<file path="config.mk">
export PLATFORM = sky130hd
export DESIGN_NAME = window_seq_ctrl_flat
export DESIGN_NICKNAME = d
export VERILOG_FILES = /design/src/rtl/window_seq_ctrl_if.sv /design/src/rtl/window_seq_ctrl.sv /design/src/flat_wrapper.sv
export SDC_FILE = /design/constraint.sdc
export NUM_CORES = 1
export LEC_CHECK = 0
export CAP_MARGIN = 20
export CORE_UTILIZATION = 49
export DETAILED_ROUTE_END_ITERATION = 8
export PLACE_DENSITY = 0.87
export SYNTH_ARGS = -nofsm -noshare
export SYNTH_HDL_FRONTEND = slang
export SYNTH_SLANG_ARGS = --single-unit
</file>
<file path="constraint.sdc">
create_clock -name clk -period 2.7 [get_ports clk]
set_clock_uncertainty 0.2 [all_clocks]
set_input_delay 0.54 -clock clk [delete_from_list [all_inputs] [get_ports clk]]
set_output_delay 0.54 -clock clk [all_outputs]
set_load 0.05 [all_outputs]
</file>
<file path="src/rtl/window_seq_ctrl_if.sv">
// Handshake and sequencing bundle between the pixel source, the window/line-buffer
// datapath and the downstream MAC for window_seq_ctrl.
interface window_seq_ctrl_if #(
  parameter int CW = 5,
  parameter int RW = 5
);
  logic          start;
  logic          pix_valid;
  logic          pix_ready;
  logic          wr_sft_en;
  logic          lb_wr_en;
  logic [CW-1:0] lb_addr;
  logic          win_valid;
  logic          win_ready;
  logic [RW-1:0] win_row;
  logic [CW-1:0] win_col;
  logic          busy;
  logic          done;

  // The controller side.
  modport slave (
    input  start, pix_valid, win_ready,
    output pix_ready, wr_sft_en, lb_wr_en, lb_addr,
           win_valid, win_row, win_col, busy, done
  );

  // The surrounding system side: pixel source, MAC and frame sequencer.
  modport master (
    output start, pix_valid, win_ready,
    input  pix_ready, wr_sft_en, lb_wr_en, lb_addr,
           win_valid, win_row, win_col, busy, done
  );
endinterface

</file>
<file path="src/rtl/window_seq_ctrl.sv">
// Raster-stream sequencer for the 3x3 window register and its two row line buffers.
// Optional macro STRIDE2_EN: only even-offset window positions raise win_valid.
module window_seq_ctrl #(
  parameter int IMG_W = 28,
  parameter int IMG_H = 28,
  parameter int CW    = $clog2(IMG_W),
  parameter int RW    = $clog2(IMG_H)
) (
  input  logic                 clk,
  input  logic                 rst,
  window_seq_ctrl_if.slave     bus
);

  typedef enum logic [1:0] {IDLE, STREAM, FLUSH, DONE} state_t;

  localparam logic [CW-1:0] COL_LAST = CW'(IMG_W - 1);
  localparam logic [RW-1:0] ROW_LAST = RW'(IMG_H - 1);

  state_t        state_q, state_d;
  logic [CW-1:0] col_q, col_d;
  logic [RW-1:0] row_q, row_d;
  logic          win_valid_q, win_valid_d;
  logic [RW-1:0] win_row_q, win_row_d;
  logic [CW-1:0] win_col_q, win_col_d;
  logic          busy_q, busy_d;
  logic          done_q, done_d;

  logic pix_ready;
  logic accept;
  logic qualify;
  logic last_col;
  logic last_pix;

  // A pending window that the MAC has not taken freezes the whole datapath.
  assign pix_ready = (state_q == STREAM) && !(win_valid_q && !bus.win_ready);
  assign accept    = pix_ready && bus.pix_valid;
  assign last_col  = (col_q == COL_LAST);
  assign last_pix  = last_col && (row_q == ROW_LAST);

`ifdef STRIDE2_EN
  // (x-2) even is the same as x even, so the LSBs carry the stride test.
  assign qualify = (row_q >= RW'(2)) && (col_q >= CW'(2)) && !row_q[0] && !col_q[0];
`else
  assign qualify = (row_q >= RW'(2)) && (col_q >= CW'(2));
`endif

  always_comb begin
    state_d     = state_q;
    col_d       = col_q;
    row_d       = row_q;
    win_valid_d = win_valid_q;
    win_row_d   = win_row_q;
    win_col_d   = win_col_q;

    case (state_q)
      IDLE: begin
        if (bus.start) begin
          state_d = STREAM;
          col_d   = '0;
          row_d   = '0;
        end
      end
      STREAM: begin
        if (accept) begin
          if (last_pix) begin
            col_d   = '0;
            row_d   = '0;
            state_d = FLUSH;
          end else if (last_col) begin
            col_d = '0;
            row_d = row_q + RW'(1);
          end else begin
            col_d = col_q + CW'(1);
          end
        end
      end
      FLUSH: begin
        if (!win_valid_q || bus.win_ready) state_d = DONE;
      end
      DONE: begin
        state_d = IDLE;
      end
      default: state_d = IDLE;
    endcase

    // A new qualifying pixel replaces a window consumed in the same cycle.
    if (accept && qualify) begin
      win_valid_d = 1'b1;
      win_row_d   = row_q;
      win_col_d   = col_q;
    end else if (bus.win_ready) begin
      win_valid_d = 1'b0;
    end

    busy_d = (state_d != IDLE);
    done_d = (state_d == DONE);
  end

  always_ff @(posedge clk or negedge rst) begin
    if (!rst) begin
      state_q     <= IDLE;
      col_q       <= '0;
      row_q       <= '0;
      win_valid_q <= 1'b0;
      win_row_q   <= '0;
      win_col_q   <= '0;
      busy_q      <= 1'b0;
      done_q      <= 1'b0;
    end else begin
      state_q     <= state_d;
      col_q       <= col_d;
      row_q       <= row_d;
      win_valid_q <= win_valid_d;
      win_row_q   <= win_row_d;
      win_col_q   <= win_col_d;
      busy_q      <= busy_d;
      done_q      <= done_d;
    end
  end

  assign bus.pix_ready = pix_ready;
  assign bus.wr_sft_en = accept;
  assign bus.lb_wr_en  = accept;
  assign bus.lb_addr   = col_q;
  assign bus.win_valid = win_valid_q;
  assign bus.win_row   = win_row_q;
  assign bus.win_col   = win_col_q;
  assign bus.busy      = busy_q;
  assign bus.done      = done_q;

endmodule
</file>
<file path="src/flat_wrapper.sv">
// flat-port wrapper written by rule: the top's interface ports become plain ports
module window_seq_ctrl_flat 
#(
  parameter int IMG_W = 28,
  parameter int IMG_H = 28,
  parameter int CW    = $clog2(IMG_W),
  parameter int RW    = $clog2(IMG_H)
)
  (clk, rst, bus_start, bus_pix_valid, bus_win_ready, bus_pix_ready, bus_wr_sft_en, bus_lb_wr_en, bus_lb_addr, bus_win_valid, bus_win_row, bus_win_col, bus_busy, bus_done);
  window_seq_ctrl_if #(.CW(CW), .RW(RW)) bus_i ();
  input  logic clk;
  input  logic rst;
  input wire logic [$bits(bus_i.start)-1:0] bus_start;
  input wire logic [$bits(bus_i.pix_valid)-1:0] bus_pix_valid;
  input wire logic [$bits(bus_i.win_ready)-1:0] bus_win_ready;
  output wire logic [$bits(bus_i.pix_ready)-1:0] bus_pix_ready;
  output wire logic [$bits(bus_i.wr_sft_en)-1:0] bus_wr_sft_en;
  output wire logic [$bits(bus_i.lb_wr_en)-1:0] bus_lb_wr_en;
  output wire logic [$bits(bus_i.lb_addr)-1:0] bus_lb_addr;
  output wire logic [$bits(bus_i.win_valid)-1:0] bus_win_valid;
  output wire logic [$bits(bus_i.win_row)-1:0] bus_win_row;
  output wire logic [$bits(bus_i.win_col)-1:0] bus_win_col;
  output wire logic [$bits(bus_i.busy)-1:0] bus_busy;
  output wire logic [$bits(bus_i.done)-1:0] bus_done;
  assign bus_i.start = bus_start;
  assign bus_i.pix_valid = bus_pix_valid;
  assign bus_i.win_ready = bus_win_ready;
  assign bus_pix_ready = bus_i.pix_ready;
  assign bus_wr_sft_en = bus_i.wr_sft_en;
  assign bus_lb_wr_en = bus_i.lb_wr_en;
  assign bus_lb_addr = bus_i.lb_addr;
  assign bus_win_valid = bus_i.win_valid;
  assign bus_win_row = bus_i.win_row;
  assign bus_win_col = bus_i.win_col;
  assign bus_busy = bus_i.busy;
  assign bus_done = bus_i.done;
  window_seq_ctrl #(.IMG_W(IMG_W), .IMG_H(IMG_H), .CW(CW), .RW(RW)) u_core (.clk(clk), .rst(rst), .bus(bus_i));
endmodule
</file>
==> impl_metrics.tcl <==
set metrics [dict create \
    root_buffer "clkbuf_4" \
    cp.required_ps 1960 \
    rows 17 \
    globalRouteOverflowTotal 0 \
    cts_buffer_depth 2 \
    finalWorstSetupSlack_ps 231 \
    slew_viol_final 0 \
    wl_per_cell_um 14.0 \
    netlist_instances 108 \
    yosysSeqAreaShare_pct 50.6 \
    finalSetupViolCount 0 \
    cp_max_fo 8 \
    synth-simple-area-share_pct 17.2 \
    nFillCells 183 \
    synth_top_family_by_area "simple AND/OR/NAND/NOR gates" \
    yosysUniqueCellTypes 37 \
    min_period_over_period_pct 91.5 \
    worstPathArrival_ps 1730 \
    die_x_um 52.2 \
    avgSynthCellArea_um2 11.4 \
    fin_setup_tns_ps 0 \
    antenna_found_initial 0 \
    synthAdderAreaFrac_pct 4.05 \
    synth_edf_count 0 \
    async_reset_ff_share_pct 100 \
    maxCapViolCount 0 \
    placed_area_um2 1550 \
    syn_to_final_growth_pct 27.8 \
    place_inst 161 \
    drive_gt1_share_pct 19.0 \
    design_area_um2 1580 \
    drt-vias-per-instance 5.64 \
    cts_tree "yes" \
    mostFrequentLayoutCells "25 x dfrtp_1, 22 x clkdlybuf4s50_1, 8 x a21oi_1, 8 x mux2_4" \
    path_clk_slew_ps 140 \
    yosys_warnings 0 \
    fin_cells 165 \
    rsz0062_at_grt "no" \
    powerDensity_nw_per_um2 1180 \
    grt_max_degree 26 \
    final_nets 147 \
    hold_ws_ps 323 \
    ir_drop_uv 861 \
    hold_viol 0 \
    chipHeight_um 52.2 \
    drt_iter0_drc 11 \
    clkLatencyLatePin_ps 330 \
    p_leak_nw 0.692 \
    critPathLaunchType "input port" \
    numCtsBuffers 3 \
    place_ws_ps 198 \
    max_freq_mhz 405 \
    grt_pass1_wl_um 3910 \
    postCtsSetupBuffers 0 \
    tightest_slew_ps 727 \
    vias 930 \
    place_hpwl_um 1740 \
    p_total_mw 1.86 \
    grt_pass1_vias 907 \
    cts_sinks 25 \
    drtPass1Iterations 4 \
    fin_crit_ps 2470 \
    muxShareOfSynthArea_pct 10.6 \
    grt_usage_pct 20.0 \
    ios 26 \
    dieArea_um2 2730 \
    numPortBuffers 25 \
    core-area_um2 2300 \
    hp-class "reg -> reg" \
    endpoint_kind "output port" \
    syn_nets 117 \
    routed_wl_um 2300 \
    synth_xor_area_share_pct 0 \
    final_util_pct 68.8 \
    outcome "completed" \
    slew_headroom_pct 50.9 \
    synth_area_um2 1240 \
    synth_ff_type "dfrtp_1" \
    ant_nets 0 \
    initial_core_util_pct 53.8 \
    layout_commonest_cell "dfrtp_1" \
    drc 0 \
    ys_seq_elements 25 \
    hold_buffers 0 \
    htreeDepth 1 \
    cts_resized 0 \
    synth_compound_area_share_pct 13.8 \
    gp_congestion 0.738 \
    crit_type "in -> out" \
    n_antenna_cell 0 \
]
[flip-flops by register name (all words and copies together) (netlist names)]
signal	cells
u_core.bus.done	1
u_core.bus.lb_addr	5
u_core.bus.win_valid	1
u_core.bus.busy	1
u_core.bus.win_row	5
u_core.state_q	2
u_core.bus.win_col	5
u_core.row_q	5
[worst max-delay path, cell delays in order]
cell,delay [ps]
clkdlybuf4s50_1,460
nand2b_1,160
nand3_2,180
inv_1,220
buf_12,170
[final timing paths]
path / from / end / slack [ps] / cells after the start
max in group asynchronous: rst / u_core.row_q[2] / 1690 / 2
worst min register to register: u_core.bus.win_row[4] / u_core.bus.win_row[4] / 320 / 1
min in group asynchronous: rst / u_core.bus.win_row[2] / 350 / 2
worst max register to register: u_core.bus.lb_addr[1] / u_core.row_q[4] / 450 / 5
worst max-delay path: bus_win_ready / bus_wr_sft_en / 230 / 5
worst min-delay path: u_core.bus.win_row[4] / u_core.bus.win_row[4] / 320 / 1
[kinds of logic (layout without fill, tap and decap cells)]
kind of cell,after synthesis,after routing
AND/OR/NAND/NOR,35,35
AO/OA/AOI/OAI,26,26
flip-flops,25,25
multiplexers,9,9
buffers and inverters,9,38
adder cells (fa/ha/maj),4,4
[routing by layer]
metal	track usage [%]	part of all wire (%)	wire length (µm)	vias to the layer above
met5	0	0	0	-
met4	7.46	1.4	32	0
met3	7.25	5.9	135	7
met2	32.1	47	1090	22
met1	24.5	45	1050	445
li1	-	-	-	456
[layout make-up]
cell class                 instances  area, µm²  share of cell area [%]
clock inverter                     1       7.51                   0.475
clock buffer                       3       22.5                    1.43
sequential                        25        626                    39.6
inverter                           6       22.5                    1.43
multi-input combinational         74        564                    35.7
tap                               28       35.0                    2.22
timing repair buffer              28        303                    19.2
[cells in the mapped netlist, drive strengths merged (2+ instances only)]
cell type,n,share of area [%]
ha,4,4.0
or3,3,1.5
nor2,7,2.3
nor3,3,1.2
a21oi,8,3.2
a41oi,2,1.4
o31ai,2,1.2
inv,6,1.8
nand2b,3,1.5
and4b,2,1.7
o21ai,6,2.4
a21o,2,1.2
mux2,9,11
nand3,4,2.0
a211oi,2,1.6
buf,3,1.9
nand2,5,1.5
dfrtp,25,51
[power by group]
part | internal [mW] | switching (mW) | total (mW)
logic | 0.432 | 0.630 | 1.06
registers | 0.497 | 0.132 | 0.629
clock network | 0.0567 | 0.113 | 0.170
total | 0.985 | 0.875 | 1.86
Note: power is estimated with default switching activity, not from simulation.
